<file path="src/rtl/std_arbiter_rr.sv">
// Round-robin arbiter for a single-owner shared resource.
// A grant is registered and held for a whole transaction until the owner
// pulses done. On done the priority pointer moves just past the finishing
// owner and the next winner is chosen in the same cycle, so grants can
// follow each other with no idle bubble. All state lives in std_dff_ar
// instances (async active-high clear, rising-edge capture).

module std_dff_ar #(
    parameter int W = 1
) (
    input  logic         clk,
    input  logic         areset,
    input  logic [W-1:0] d,
    output logic [W-1:0] q
);

    // Clear asynchronously on areset, otherwise capture d on the rising edge.
    always_ff @(posedge clk or posedge areset) begin
        if (areset) begin
            q <= {W{1'b0}};
        end else begin
            q <= d;
        end
    end

endmodule

module std_arbiter_rr #(
    parameter int REQ_COUNT       = 4,
    parameter int REQ_INDEX_WIDTH = 2
) (
    input  logic                       clk,
    input  logic                       areset,
    input  logic [REQ_COUNT-1:0]       req,
    input  logic                       done,
    output logic [REQ_COUNT-1:0]       gnt,
    output logic                       gnt_valid,
    output logic [REQ_INDEX_WIDTH-1:0] gnt_index
);

    localparam int IW = REQ_INDEX_WIDTH;

    typedef enum logic {
        ST_IDLE  = 1'b0,
        ST_GRANT = 1'b1
    } state_t;

    // Register outputs
    logic                 state_q_s;
    state_t               state_r;
    logic [IW-1:0]        ptr_r;
    logic [REQ_COUNT-1:0] gnt_r;
    logic                 gnt_valid_r;
    logic [IW-1:0]        gnt_index_r;

    // Next-state values
    state_t               state_nxt_s;
    logic [IW-1:0]        ptr_nxt_s;
    logic [REQ_COUNT-1:0] gnt_nxt_s;
    logic                 gnt_valid_nxt_s;
    logic [IW-1:0]        gnt_index_nxt_s;

    // Arbitration helpers
    logic                 release_s;
    logic [IW-1:0]        ptr_inc_s;
    logic [IW-1:0]        arb_ptr_s;
    logic                 found_s;
    logic [IW-1:0]        win_idx_s;
    logic [REQ_COUNT-1:0] win_onehot_s;
    logic [IW:0]          scan_idx_s;

    assign state_r = state_t'(state_q_s);

    // Pointer to use for this cycle's scan: one past the finishing owner on done, else the stored pointer.
    always_comb begin
        release_s = (state_r == ST_GRANT) && done;
        if (gnt_index_r == IW'(REQ_COUNT - 1)) begin
            ptr_inc_s = {IW{1'b0}};
        end else begin
            ptr_inc_s = gnt_index_r + IW'(1);
        end
        if (release_s) begin
            arb_ptr_s = ptr_inc_s;
        end else begin
            arb_ptr_s = ptr_r;
        end
    end

    // Find the first set request scanning upward from arb_ptr_s with wrap-around.
    always_comb begin
        found_s      = 1'b0;
        win_idx_s    = {IW{1'b0}};
        win_onehot_s = {REQ_COUNT{1'b0}};
        scan_idx_s   = {(IW+1){1'b0}};
        for (int k = 0; k < REQ_COUNT; k++) begin
            scan_idx_s = {1'b0, arb_ptr_s} + (IW+1)'(k);
            if (scan_idx_s >= (IW+1)'(REQ_COUNT)) begin
                scan_idx_s = scan_idx_s - (IW+1)'(REQ_COUNT);
            end else begin
                scan_idx_s = scan_idx_s;
            end
            if (!found_s && req[scan_idx_s[IW-1:0]]) begin
                found_s                              = 1'b1;
                win_idx_s                            = scan_idx_s[IW-1:0];
                win_onehot_s[scan_idx_s[IW-1:0]]     = 1'b1;
            end else begin
                found_s = found_s;
            end
        end
    end

    // IDLE/GRANT transitions and the next values of the grant registers and pointer.
    always_comb begin
        state_nxt_s     = state_r;
        ptr_nxt_s       = ptr_r;
        gnt_nxt_s       = gnt_r;
        gnt_valid_nxt_s = gnt_valid_r;
        gnt_index_nxt_s = gnt_index_r;
        case (state_r)
            ST_IDLE: begin
                if (found_s) begin
                    gnt_nxt_s       = win_onehot_s;
                    gnt_valid_nxt_s = 1'b1;
                    gnt_index_nxt_s = win_idx_s;
                    state_nxt_s     = ST_GRANT;
                end else begin
                    state_nxt_s     = ST_IDLE;
                end
            end
            ST_GRANT: begin
                if (done) begin
                    ptr_nxt_s = ptr_inc_s;
                    if (found_s) begin
                        gnt_nxt_s       = win_onehot_s;
                        gnt_valid_nxt_s = 1'b1;
                        gnt_index_nxt_s = win_idx_s;
                        state_nxt_s     = ST_GRANT;
                    end else begin
                        gnt_nxt_s       = {REQ_COUNT{1'b0}};
                        gnt_valid_nxt_s = 1'b0;
                        state_nxt_s     = ST_IDLE;
                    end
                end else begin
                    state_nxt_s = ST_GRANT;
                end
            end
            default: begin
                state_nxt_s     = ST_IDLE;
                gnt_nxt_s       = {REQ_COUNT{1'b0}};
                gnt_valid_nxt_s = 1'b0;
            end
        endcase
    end

    std_dff_ar #(.W(1))         u_state_dff     (.clk(clk), .areset(areset), .d(state_nxt_s),     .q(state_q_s));
    std_dff_ar #(.W(IW))        u_ptr_dff       (.clk(clk), .areset(areset), .d(ptr_nxt_s),       .q(ptr_r));
    std_dff_ar #(.W(REQ_COUNT)) u_gnt_dff       (.clk(clk), .areset(areset), .d(gnt_nxt_s),       .q(gnt_r));
    std_dff_ar #(.W(1))         u_gnt_valid_dff (.clk(clk), .areset(areset), .d(gnt_valid_nxt_s), .q(gnt_valid_r));
    std_dff_ar #(.W(IW))        u_gnt_index_dff (.clk(clk), .areset(areset), .d(gnt_index_nxt_s), .q(gnt_index_r));

    assign gnt       = gnt_r;
    assign gnt_valid = gnt_valid_r;
    assign gnt_index = gnt_index_r;

endmodule

</file>
<file path="config.mk">
export PLATFORM = sky130hd
export DESIGN_NAME = std_arbiter_rr
export DESIGN_NICKNAME = d
export VERILOG_FILES = /design/src/rtl/std_arbiter_rr.sv
export SDC_FILE = /design/constraint.sdc
export NUM_CORES = 1
export LEC_CHECK = 0
export ABC_AREA = 1
export CORE_ASPECT_RATIO = 0.75
export CORE_MARGIN = 3
export CORE_UTILIZATION = 55
export DETAILED_ROUTE_END_ITERATION = 8
export PLACE_DENSITY = 0.77
export SETUP_SLACK_MARGIN = 0.3
export SLEW_MARGIN = 20
export SYNTH_ARGS = -nofsm -noshare
export SYNTH_HDL_FRONTEND = slang
export SYNTH_SLANG_ARGS = --single-unit
</file>
<file path="constraint.sdc">
create_clock -name clk -period 3.3 [get_ports clk]
set_input_delay 0.33 -clock clk [delete_from_list [all_inputs] [get_ports clk]]
set_output_delay 0.33 -clock clk [all_outputs]
set_load 0.01 [all_outputs]
</file>
# Word-level counts from Yosys, hierarchy flattened
# Cells that the tools add are included.
[totals]
ff_bits = 10
wordCells = 92
input_bits = 7
output_inout_bits = 7
[classes]
eq_ne = 3
add_sub_neg = 8
n_reduce_logical = 13
bitwise = 4
mux = 47
magnitude_cmp = 12
[ops]
columns = ["cell", "n"]
rows = [
  ["2-to-1 mux 4 bit", 7],
  ["2-to-1 mux 2 bit", 12],
  ["2-to-1 mux 1 bit", 16],
  ["< comparator 2 x 3 -> 1 bit (second input constant)", 4],
  ["OR 4 bit", 3],
  [">= comparator 3 bit (second input constant)", 3],
  ["binary-select mux 1 bit (select 2 bit)", 4],
  ["demux 1 bit (select 2 bit)", 4],
  [">= comparator 2 x 1 -> 1 bit (second input constant)", 4],
  ["logical AND 1 bit", 8],
  ["one-hot mux 4 bit (2 select lines)", 1],
  ["subtractor 2 x 1 -> 2 bit (second input constant)", 4],
  ["adder 2 x 2 -> 3 bit (second input constant)", 2],
  ["!= test 2 bit (second input constant)", 2],
  ["one-hot mux 1 bit (2 select lines)", 2],
  ["one-hot mux 2 bit (2 select lines)", 1],
  ["AND reduction 2 bit", 2],
  ["adder 2 x 1 -> 3 bit (second input constant)", 1],
  [">= comparator 2 x 3 -> 1 bit (second input constant)", 1],
  ["zero test 1 bit", 3],
  ["adder 2 x 1 -> 2 bit (second input constant)", 1],
  ["== test 2 bit (second input constant)", 1],
  ["NOT 1 bit", 1],
]

# Longest topological paths before layout
# Gate-level depths: netlist (run 1).
[logic_depth]
word_depth = 20
ltp_mapped = 15
depth_no_buf = 15

# Cells and area by module
# A second synthesis (run 1) with hierarchy kept.
[unflattened]
cells_unflattened = 159
hier_area_um2 = 1158.6
[by_module_without_submodules]
columns = ["module", "instances", "seq_area_each_um2", "cells_per_inst", "area_per_inst_um2"]
rows = [
  ["std_arbiter_rr", 1, 0.0, 144, 889.6],
  ["std_dff_ar (u_gnt_index_dff ...)", 2, 50.0, 3, 53.8],
  ["std_dff_ar (u_gnt_dff)", 1, 100.1, 5, 103.8],
  ["std_dff_ar (u_gnt_valid_dff ...)", 2, 25.0, 2, 28.8],
]

# Least setup slack after synthesis (run 1)
# OpenSTA, ideal clock, no wires.
[synth_path]
path_kind = "flip-flop to flip-flop"
start = "register u_gnt_index_dff.q[0]"
end = "register u_gnt_valid_dff.q"
period_less_slack_ps = 2287
stages_incl_launch_ff = 15
t_arrival_ps = 2161
n_path_buf = 0
setup_ps = 127
required_ps = 3173
slack_ps = 1013
cell_sequence = "dfrtp_1 ha_1 nor2_1 nand2_4 nand2_4 inv_1 ha_1 inv_1 nand3_1 nand2_1 nand2_4 inv_4 nand3b_4 o21ai_1 nand2_1"
[synth_between]
elab_chain_cells = 20
word_cells_on_any_way = 42
cone_classes = "add/sub (8); order compare (4); eq/ne (2); mux (21); reduce/logical (7)"
[synth_rtl]
columns = ["item", "line_no", "text"]
rows = [
  ["start: declaration", "14", "output logic [W-1:0] q"],
  ["start signal: assignment", "20", "q <= {W{1'b0}};"],
  ["adder 2 x 1 -> 2 bit or == test 2 bit (tied branches)", "80, 77", ""],
  ["2-to-1 mux 2 bit (*)", "77", "if (gnt_index_r == IW'(REQ_COUNT - 1)) begin"],
  ["2-to-1 mux 2 bit (*)", "82", "if (release_s) begin"],
  ["parallel branches: the longest is 13 deep, another holds adder 2 x 1 -> 3 bit", "n/a", ""],
  ["2-to-1 mux 1 bit (*)", "102", "if (!found_s && req[scan_idx_s[IW-1:0]]) begin"],
  ["2-to-1 mux 1 bit", "133", "if (found_s) begin"],
  ["2-to-1 mux 1 bit", "131", "if (done) begin"],
  ["one-hot mux 1 bit (2 select lines)", "119", "case (state_r)"],
  ["end signal: assignment", "20", ""],
  ["end: declaration", "14", ""],
]
# Mark *: on every way between the ends. The select of a mux whose other input is x is not followed.
# A chain may end at the register's enable or synchronous reset.

# Final worst setup path (run 1)
[layout_path]
start = "input done"
end = "register u_gnt_dff.q[2]"
[layout_between]
elab_chain_cells = 19
word_cells_on_any_way = 69
cone_classes = "add/sub (7); order compare (12); eq/ne (2); mux (33); bitwise (3); reduce/logical (12)"
[layout_rtl]
columns = ["item", "line_no", "text"]
rows = [
  ["start: declaration", "35", "input logic done,"],
  ["parallel branches: the longest is 19 deep, another holds adder 2 x 1 -> 3 bit", "n/a", ""],
  ["end signal: assignment", "20", ""],
  ["end: declaration", "14", ""],
]
# Parallel ways; which one is timed is not known. The select of a mux whose other input is x is not followed.

==> results by group, run 1 <==
Timing
  – Final worst path period need: 2.64 ns
  – Max-slew violations: 0
  – RSZ-0062 raised after global routing: no
  – Setup_tns: 0 ns
  – Final Hold Violating Endpoints: 0
  – Fmax: 379 MHz
  – Slew headroom: 0.727
  – Clock Skews: 0.0121 ns
  – Final setup violating endpoints: 0
  – Least-Margin Pin Slew: 0.410 ns
  – Final worst-path cycle share: 0.799

Yosys
  – Yosys warning count: 0
  – Syn Nets: 165
  – Synth cell types: 20
  – Post-synth top cells: 44 x nand2_1, 30 x nand3_1, 18 x inv_1, 10 x dfrtp_1, 10 x nor2_1
  – Sequential cell area fraction in the yosys report: 0.246
  – Most common cell in the netlist: nand2_1
  – Mean Syn Cell Area: 6.79 µm²
  – Largest cells by area after synthesis: dfrtp_1 25%, nand2_1 16%, nand3_1 15%, ha_1 9.8%, inv_1 6.6%
  – Yosys top cell area share: 0.246
  – Ys async rst share: 1.00
  – Seq cells post-synth: 10
  – Synth area leader: dfrtp_1
  – Post-Synthesis Cells: 150
  – Synthesized cell area: 1020 µm²
  – Main flop type after synthesis: dfrtp_1
  – Post-synth EDFFs: 0

Floorplan
  – Starting Density: 0.634
  – Rows: 12
  – Die width: 55.7 µm
  – Die ar.: 2410 µm²
  – Die Span Y: 43.3 µm
  – CORE AREA: 1610 µm²
  – Io pins: 14

GRT
  – Vias in the first global route: 938
  – First-pass GRT wire length: 4.21 mm
  – GR Util All Layers: 0.223
  – Global route total overflow: 0
  – Antenna violations before repair: 0
  – Pin count of the biggest net entering global routing: 13

Clocking
  – CTS tree: done
  – CTS root buf: clkbuf_4
  – Post-CTS Resized: 0
  – Post-CTS Setup Inserts: 0
  – CTS Hold Bufs: 0
  – Clk_lat worst skew: 0.26 ns
  – Worst-path clk slew: 0.07 ns
  – Clock Path Buffers: 2
  – H-tree levels: 1
  – CTS buffer count: 3
  – Sink Count: 10

Routing
  – Drt pass-1 iters: 5
  – Initial DRC Count: 63
  – Vias: 1008
  – Drt total wl: 2.45 mm
  – DRT antenna net count: 0
  – Vias per cell: 5.39
  – DRC violations left: 0
  – Routed len/inst: 13.1 µm

Final layout
  – Share of layout cells above drive strength 1: 0.139
  – Final #Nets: 183
  – Diodes inserted: 0
  – Area delta synth->final: 17.6%
  – Post-route cell area: 1200 µm²

Hold path
  – Worst hold path class: primary input to async pin

Placement
  – Port bufs: 13
  – Post-DP HPWL: 1.78 mm
  – GP Congestion: 0.888
  – Placement Cell Area: 1170 µm²

Worst setup path
  – Startpoint types: primary input
  – WP buf/inv: 4
  – Critical path endpoint category: register
  – R2r setup slk: 0.71 ns
  – Cell Chain, Critical Path: clkdlybuf4s50_1, nand2_4, inv_2, nand2_4, nand2_4, inv_1, ha_1, inv_1, nand3_1, nand2_1, nand3_1, nor2_1, nor2_1, nand2_1, nand2_1, nand2_1
  – Required time of the critical path: 3.50 ns
  – Data arrival time of the worst path: 2.84 ns
  – Worst path most repeated cell: nand2_1
  – WP depth: 16
  – CP max-delay cell: clkdlybuf4s50_1
  – Setup Crit Path Kind: primary input to register
  – Largest delay share family, worst path: simple AND/OR/NAND/NOR gates
  – Critical path's largest stage delay: 0.57 ns
  – Crit-path max FO: 12
  – R2R cell count: 15

Power
  – P per Cell Area: 1180 nW/µm²
  – Power Total: 1410 µW
  – Peak supply drop: 0.000772 V
  – Pleak: 0.000668 µW

Run status
  – Status: complete, no violations

Run
  – Max-cap violations: 0
==> worst paths after layout <==
| kind | startpoint | to |
|---|---|---|
| worst max-delay path | done | u_gnt_dff.q[2] |
| worst min-delay path | areset | u_gnt_dff.q[2] |
| worst max register to register | u_gnt_index_dff.q[0] | u_gnt_dff.q[2] |
| worst min register to register | u_gnt_valid_dff.q | u_gnt_valid_dff.q |
| max in group asynchronous | areset | u_gnt_index_dff.q[0] |
| min in group clk | u_gnt_valid_dff.q | u_gnt_valid_dff.q |
==> report_power, final <==
group	switching [µW]	leakage (µW)	internal, µW
logic	736	0.000533	382
clock network	39.5	0.0000138	41.9
registers	35.5	0.000120	175
==> worst register-to-register path: stages (launching register included) <==
cell	delay [ns]
dfrtp_1	0.41
ha_1	0.23
nor2_1	0.19
nand2_4	0.12
nand2_4	0.15
inv_1	0.11
ha_1	0.36
inv_1	0.13
nand3_1	0.09
nand2_1	0.13
nand3_1	0.19
nor2_1	0.16
nor2_1	0.07
nand2_1	0.05
nand2_1	0.05
nand2_1	0.09
==> logic make-up after synthesis <==
logic type	after synthesis	synth area share
buffers and inverters	21	0.0799
adders and majority gates	8	0.0983
DFF	10	0.246
and+or+nand+nor	105	0.533
AOI/OAI and AO/OA	6	0.0430
==> state kept, by name (all words and copies together), names as in the netlist <==
name and cells:
u_ptr_dff.q 2, u_state_dff.q 1, u_gnt_dff.q 4, u_gnt_valid_dff.q 1, u_gnt_index_dff.q 2
==> placed cells by master, fill, tap and decap left out <==
| master | netlist | routed |
|---|---|---|
| a21boi_0 | 1 | 1 |
| nor3_2 | 1 | 1 |
| a21oi_1 | 1 | 1 |
| nand3b_4 | 1 | 1 |
| nand2_4 | 6 | 6 |
| nor2_2 | 1 | 1 |
| dfrtp_1 | 10 | 10 |
| inv_2 | 2 | 2 |
| ha_1 | 8 | 8 |
| nand3_1 | 30 | 30 |
| clkbuf_4 | 0 | 3 |
| inv_1 | 18 | 18 |
| clkdlybuf4s50_1 | 0 | 13 |
| nand2_2 | 4 | 4 |
| nand4_1 | 5 | 5 |
| nor2_1 | 10 | 10 |
| nand3_2 | 3 | 3 |
| o21ai_4 | 1 | 1 |
| o21ai_0 | 2 | 2 |
| inv_4 | 1 | 1 |
| o21ai_1 | 1 | 1 |
| nand2_1 | 44 | 44 |
==> through the flow <==
step / cells / hold WS (ns) / util / setup slack, ns
after detailed placement: 184 / 0.470 / 0.731 / 0.497
final: 187 / 0.358 / 0.745 / 0.663
after global placement: 184 / 0.471 / 0.731 / 0.565
after global routing: 187 / 0.385 / 0.745 / 0.466
after CTS: 187 / 0.370 / 0.745 / 0.710
after floorplan: 150 / 0.170 / - / 1.01
==> final cells by class <==
cell class                      count  area (µm²)
Tap cell                           21        26.3
Sequential cell                    10         250
Inverter                           21        81.3
Multi-Input combinational cell    119         687
Fill cell                         135         409
Clock buffer                        3        22.5
Timing Repair Buffer               13         130
==> metal layers <==
| metal | vias up | global-route usage | wire length [µm] |
|---|---|---|---|
| met1 | 434 | 0.316 | 1130 |
| met3 | 2 | 0.0669 | 232 |
| met4 | 0 | 0.0437 | 21 |
| met5 | - | 0 | 0 |
| met2 | 51 | 0.333 | 1070 |
| li1 | 521 | - | - |
(Power assumes the default switching activity.)
==> run 2, diff against run 1 <==
CORE_UTILIZATION = 54   (was 55)
PLACE_DENSITY = 0.76   (was 0.77)
clock period = 2.5 ns   (was 3.3 ns; I/O delays follow)
==> run 2 against run 1 <==
Design area rose by 11%. Wire length increased by 17%. Flip-flop and latch count unchanged. Count of clock-buffer cells in the layout up 1.
==> results by group, run 2 (synthesized netlist as in run 1, its figures left out) <==
Timing
  – Final Hold Violating Endpoints: 0 (unchanged)
  – Slew headroom: 0.737 (was 0.727)
  – Final worst-path cycle share: 0.858
  – Fmax: 466 MHz
  – Final setup violating endpoints: 0 (unchanged)
  – Max-slew violations: 0 (unchanged)
  – Clock Skews: 0.0103 ns (was 0.0121 ns)
  – Setup_tns: 0 ns (unchanged)
  – RSZ-0062 raised after global routing: yes (was no)
  – Hold slack: 0.254 ns (was 0.358 ns)
  – Final worst path period need: 2.14 ns
  – Least-Margin Pin Slew: 0.394 ns (was 0.410 ns)

GRT
  – Vias in the first global route: 994 (was 938)
  – First-pass GRT wire length: 4.36 mm (was 4.21 mm)
  – Antenna violations before repair: 0 (unchanged)
  – Pin count of the biggest net entering global routing: 12 (was 13)
  – Global route total overflow: 0 (unchanged)
  – GR Util All Layers: 0.229 (was 0.223)

Floorplan
  – Die Span Y: 43.6 µm (was 43.3 µm)
  – Starting Density: 0.628 (was 0.634)
  – Io pins: 14 (unchanged)
  – Die width: 56.1 µm (was 55.7 µm)
  – Rows: 12 (unchanged)
  – CORE AREA: 1620 µm² (was 1610 µm²)
  – Die ar.: 2450 µm² (was 2410 µm²)

Clocking
  – CTS tree: done (unchanged)
  – Worst-path clk slew: 0.08 ns (was 0.07 ns)
  – CTS buffer count: 3 (unchanged)
  – Clk_lat worst skew: 0.28 ns (was 0.26 ns)
  – Sink Count: 10 (unchanged)
  – H-tree levels: 1 (unchanged)
  – CTS Hold Bufs: 0 (unchanged)
  – CTS root buf: clkbuf_4 (unchanged)
  – Clock Path Buffers: 2 (unchanged)

Worst setup path
  – Data arrival time of the worst path: 2.30 ns (was 2.84 ns)
  – Critical path's largest stage delay: 0.44 ns (was 0.57 ns)
  – Largest delay share family, worst path: simple AND/OR/NAND/NOR gates (unchanged)
  – Critical path endpoint category: register (unchanged)
  – Cell Chain, Critical Path: ha_4, o21ai_4, ha_4, buf_4, nand3_1, nand2_2, nor3_4, nor2_4, nand3_1, nand2_1 (was clkdlybuf4s50_1, nand2_4, inv_2, nand2_4, nand2_4, inv_1, ha_1, inv_1, nand3_1, nand2_1, nand3_1, nor2_1, nor2_1, nand2_1, nand2_1, nand2_1)
  – Setup Crit Path Kind: register to register (was primary input to register)
  – CP max-delay cell: dfrtp_2 (was clkdlybuf4s50_1)
  – WP buf/inv: 1 (was 4)
  – Crit-path max FO: 8 (was 12)
  – Startpoint types: register (was primary input)
  – Required time of the critical path: 2.66 ns (was 3.50 ns)

Placement
  – Port bufs: 13 (unchanged)
  – Post-DP HPWL: 1.99 mm (was 1.78 mm)
  – GP Congestion: 0.965 (was 0.888)

Run status
  – Status: complete, no violations (unchanged)

Final layout
  – Final #Nets: 190 (was 183)
  – Area delta synth->final: 31.1% (was 17.6%)
  – Share of layout cells above drive strength 1: 0.236 (was 0.139)
  – Commonest cells after routing, fill and taps aside: 43 x nand2_1, 28 x nand3_1, 16 x inv_1 (was 44 x nand2_1, 30 x nand3_1, 18 x inv_1)
  – Diodes inserted: 0 (unchanged)
  – Most flops, register: u_gnt_dff.q (unchanged)
  – Most common cell after layout, fill and taps aside: nand2_1 (unchanged)
  – Top flop regs: u_gnt_dff.q x4, u_gnt_index_dff.q x2, u_ptr_dff.q x2 (unchanged)
  – Number of flip-flops in the largest register: 4 (unchanged)

Routing
  – Initial DRC Count: 72 (was 63)
  – DRC violations left: 0 (unchanged)
  – Drt total wl: 2.87 mm (was 2.45 mm)
  – Drt pass-1 iters: 5 (unchanged)
  – DRT antenna net count: 0 (unchanged)
  – Vias: 1128 (was 1008)
  – Vias per cell: 5.78 (was 5.39)
  – Routed len/inst: 14.7 µm (was 13.1 µm)

Run
  – Max-cap violations: 0 (unchanged)

Hold path
  – Worst hold path class: primary input to async pin (unchanged)
-- run 2: cell types whose count changed in the layout (fill, tap and decap cells not counted), sizes merged --
cell           previous run  this run
buf                       0         7
clkbuf                    3         4
dlygate4sd2               0         1
clkdlybuf4s50            13        12
-- run 2: repair_timing --
item,CTS,global route
endpoints found under the setup margin,7,7
setup buffers,3,1
pin swaps,4,6
gates resized for setup,7,6
-- run 2: worst paths after layout --
| path | startpoint | end | slack [ns] | cells after the start |
|---|---|---|---|---|
| worst max-delay path | u_gnt_index_dff.q[0] | u_gnt_index_dff.q[0] | 0.36 | 10 |
| worst min-delay path | areset | u_gnt_valid_dff.q | 0.25 | 2 |
| worst max register to register | u_gnt_index_dff.q[0] | u_gnt_index_dff.q[0] | 0.36 | 10 |
| worst min register to register | u_gnt_valid_dff.q | u_gnt_valid_dff.q | 0.50 | 2 |
| max in group asynchronous | areset | u_gnt_index_dff.q[0] | 1.93 | 2 |
| min in group clk | done | u_state_dff.q | 0.42 | 2 |
-- run 2: worst register-to-register path: stages (launching register included) --
cell and delay (ns):
dfrtp_2 0.44, ha_4 0.25, o21ai_4 0.22, ha_4 0.26
buf_4 0.14, nand3_1 0.10, nand2_2 0.15, nor3_4 0.26
nor2_4 0.07, nand3_1 0.08, nand2_1 0.06
-- run 2: through the flow --
step | setup WS [ns] | utilization | area, µm² | instances
after floorplan | 0.336 | - | 1040 | 150
after global placement | 0.0991 | 0.750 | 1220 | 187
after detailed placement | -0.0249 | 0.750 | 1220 | 187
after CTS | 0.313 | 0.799 | 1300 | 194
after global routing | 0.259 | 0.823 | 1340 | 195
final | 0.356 | 0.823 | 1340 | 195
-- run 2: metal layers --
layer  GRT usage  routed length (µm)  up-vias
li1            -                   -      537
met2       0.347                1290       51
met4      0.0664                  89        0
met3      0.0744                 190       20
met1       0.313                1300      520
met5           0                   0        -
-- run 2: cell type report --
type	instances	area [µm²]
Clock buffer	4	36.3
Multi-Input combinational cell	119	754
Sequential cell	10	251
Inverter	21	81.3
Tap cell	21	26.3
Timing Repair Buffer	20	185
Fill cell	109	287
Power of run 2 is left out: the tool's default activity adds up to more than one toggle a clock period on the data nets, which glitch-free logic cannot reach.
==> run 3, diff against run 2 <==
CORE_MARGIN = unset   (was 3)
==> run 3 against run 2 <==
Global-route usage increased by 5.1 points. Count of clock-buffer cells in the layout unchanged. Flip-flop and latch count unchanged.
==> results by group, run 3 (synthesized netlist as in run 1, its figures left out) <==
Final layout
  – Diodes inserted: 0 (unchanged)
  – Final #Nets: 189 (was 190)
  – Commonest cells after routing, fill and taps aside: 42 x nand2_1, 28 x nand3_1, 17 x inv_1 (was 43 x nand2_1, 28 x nand3_1, 16 x inv_1)
  – Most flops, register: u_gnt_dff.q (unchanged)
  – Top flop regs: u_gnt_dff.q x4, u_gnt_index_dff.q x2, u_ptr_dff.q x2 (unchanged)
  – Post-layout util: 0.741 (was 0.823)
  – Area of the multi-input gates: 739 µm² (was 754 µm²)
  – Register Area: 251 µm² (unchanged)
  – Area delta synth->final: 27.9% (was 31.1%)
  – Share of layout cells above drive strength 1: 0.225 (was 0.236)
  – Number of flip-flops in the largest register: 4 (unchanged)
  – Final cell count without fillers: 195 (unchanged)
  – Fill cells: 153 (was 109)
  – Most common cell after layout, fill and taps aside: nand2_1 (unchanged)

Clocking
  – Sink Count: 10 (unchanged)
  – CTS buffer count: 3 (unchanged)
  – Clock Path Buffers: 2 (unchanged)
  – H-tree levels: 1 (unchanged)
  – CTS Hold Bufs: 0 (unchanged)
  – Worst-path clk slew: 0.07 ns (was 0.08 ns)
  – CTS root buf: clkbuf_4 (unchanged)
  – Clk_lat worst skew: 0.27 ns (was 0.28 ns)
  – CTS tree: done (unchanged)

Routing
  – Drt pass-1 iters: 4 (was 5)
  – Vias per cell: 5.29 (was 5.78)
  – DRC violations left: 0 (unchanged)
  – Drt total wl: 2.47 mm (was 2.87 mm)
  – Routed len/inst: 12.7 µm (was 14.7 µm)
  – DRT antenna net count: 0 (unchanged)
  – Vias: 1031 (was 1128)
  – Initial DRC Count: 22 (was 72)

Floorplan
  – Starting Density: 0.580 (was 0.628)
  – Die ar.: 2070 µm² (was 2450 µm²)
  – Die width: 52.1 µm (was 56.1 µm)
  – CORE AREA: 1760 µm² (was 1620 µm²)
  – Die Span Y: 39.6 µm (was 43.6 µm)
  – Rows: 13 (was 12)
  – Io pins: 14 (unchanged)

Timing
  – Hold slack: 0.258 ns (was 0.254 ns)
  – Slew headroom: 0.732 (was 0.737)
  – Fmax: 479 MHz (was 466 MHz)
  – RSZ-0062 raised after global routing: no (was yes)
  – Least-Margin Pin Slew: 0.402 ns (was 0.394 ns)
  – Final Hold Violating Endpoints: 0 (unchanged)
  – Final worst-path cycle share: 0.835 (was 0.858)
  – Final worst path period need: 2.09 ns (was 2.14 ns)
  – Clock Skews: 0.00922 ns (was 0.0103 ns)
  – Max-slew violations: 0 (unchanged)
  – Final setup violating endpoints: 0 (unchanged)
  – Setup_tns: 0 ns (unchanged)

Worst setup path
  – Setup Crit Path Kind: register to register (unchanged)
  – Required time of the critical path: 2.66 ns (about the same)
  – Startpoint types: register (unchanged)
  – Data arrival time of the worst path: 2.25 ns (was 2.30 ns)
  – Critical path endpoint category: register (unchanged)
  – Crit-path max FO: 8 (unchanged)

GRT
  – Met2 Use GR: 0.471 (was 0.347)
  – Vias in the first global route: 935 (was 994)
  – GR Util All Layers: 0.279 (was 0.229)
  – Pin count of the biggest net entering global routing: 12 (unchanged)
  – Grt peak-use layer: met2 (unchanged)
  – Grt met1 use: 0.390 (was 0.313)
  – GRT met3 Usage: 0.0581 (was 0.0744)
  – First-pass GRT wire length: 4.16 mm (was 4.36 mm)
  – Global route total overflow: 0 (unchanged)
  – Antenna violations before repair: 0 (unchanged)

Run
  – Max-cap violations: 0 (unchanged)

Placement
  – Port bufs: 13 (unchanged)
  – GP Congestion: 0.842 (was 0.965)
  – Post-DP HPWL: 1.91 mm (was 1.99 mm)
  – Dpl cells: 188 (was 187)

Hold path
  – Worst hold path class: primary input to async pin (unchanged)

Run status
  – Status: complete, no violations (unchanged)
[run 3: cell types whose count changed in the layout (fill, tap and decap cells not counted), sizes merged]
cell  change
buf       -1
[run 3: layout make-up]
| cell class | count | area share |
|---|---|---|
| Multi-Input combinational cell | 119 | 0.568 |
| Sequential cell | 10 | 0.193 |
| Timing Repair Buffer | 19 | 0.134 |
| Inverter | 21 | 0.0644 |
| Tap cell | 22 | 0.0211 |
| Clock buffer | 4 | 0.0202 |
[run 3: final timing paths]
| kind | slack [ns] | cells after the start | end | start |
|---|---|---|---|---|
| max | 0.41 | 13 | u_gnt_index_dff.q[0] | u_gnt_index_dff.q[0] |
| min | 0.26 | 2 | u_gnt_valid_dff.q | areset |
| max reg2reg | 0.41 | 13 | u_gnt_index_dff.q[0] | u_gnt_index_dff.q[0] |
| min reg2reg | 0.49 | 2 | u_gnt_valid_dff.q | u_gnt_valid_dff.q |
| max in group asynchronous | 1.94 | 2 | u_gnt_index_dff.q[0] | areset |
| min in group clk | 0.46 | 2 | u_state_dff.q | done |
[run 3: worst max-delay path, cell delays in order (launching register included)]
cell and delay [ns]:
dfrtp_2 0.41, ha_2 0.21, nor2_4 0.12, nand2_4 0.07, nand2_4 0.06, inv_1 0.07
ha_4 0.29, inv_2 0.06, nand3_1 0.09, nand2_2 0.13, nor3_4 0.24, nor2_4 0.07
nand3_1 0.09, nand2_1 0.07
[run 3: layer usage]
layer,wire [µm],share of wire
met5,0,0
met4,0,0
met3,140,0.057
met2,1090,0.44
met1,1240,0.50
[run 3: per-stage QoR]
step / instance area (µm²) / worst slack [ns]
after floorplan: 1040 / 0.336
after CTS: 1280 / 0.327
final: 1300 / 0.412
after global routing: 1300 / 0.307
after detailed placement: 1220 / 0.00828
after global placement: 1220 / 0.0946
[run 3: what timing repair did]
item / 4_1_cts / 5_1_grt
hold endpoints to repair: 0 / 0
setup buffers: 2 / 1
gates resized for setup: 7 / 4
cloned: 0 / 0
setup endpoints to repair: 7 / 8
pin swaps: 4 / 3
Power of run 3 is left out for the same reason.
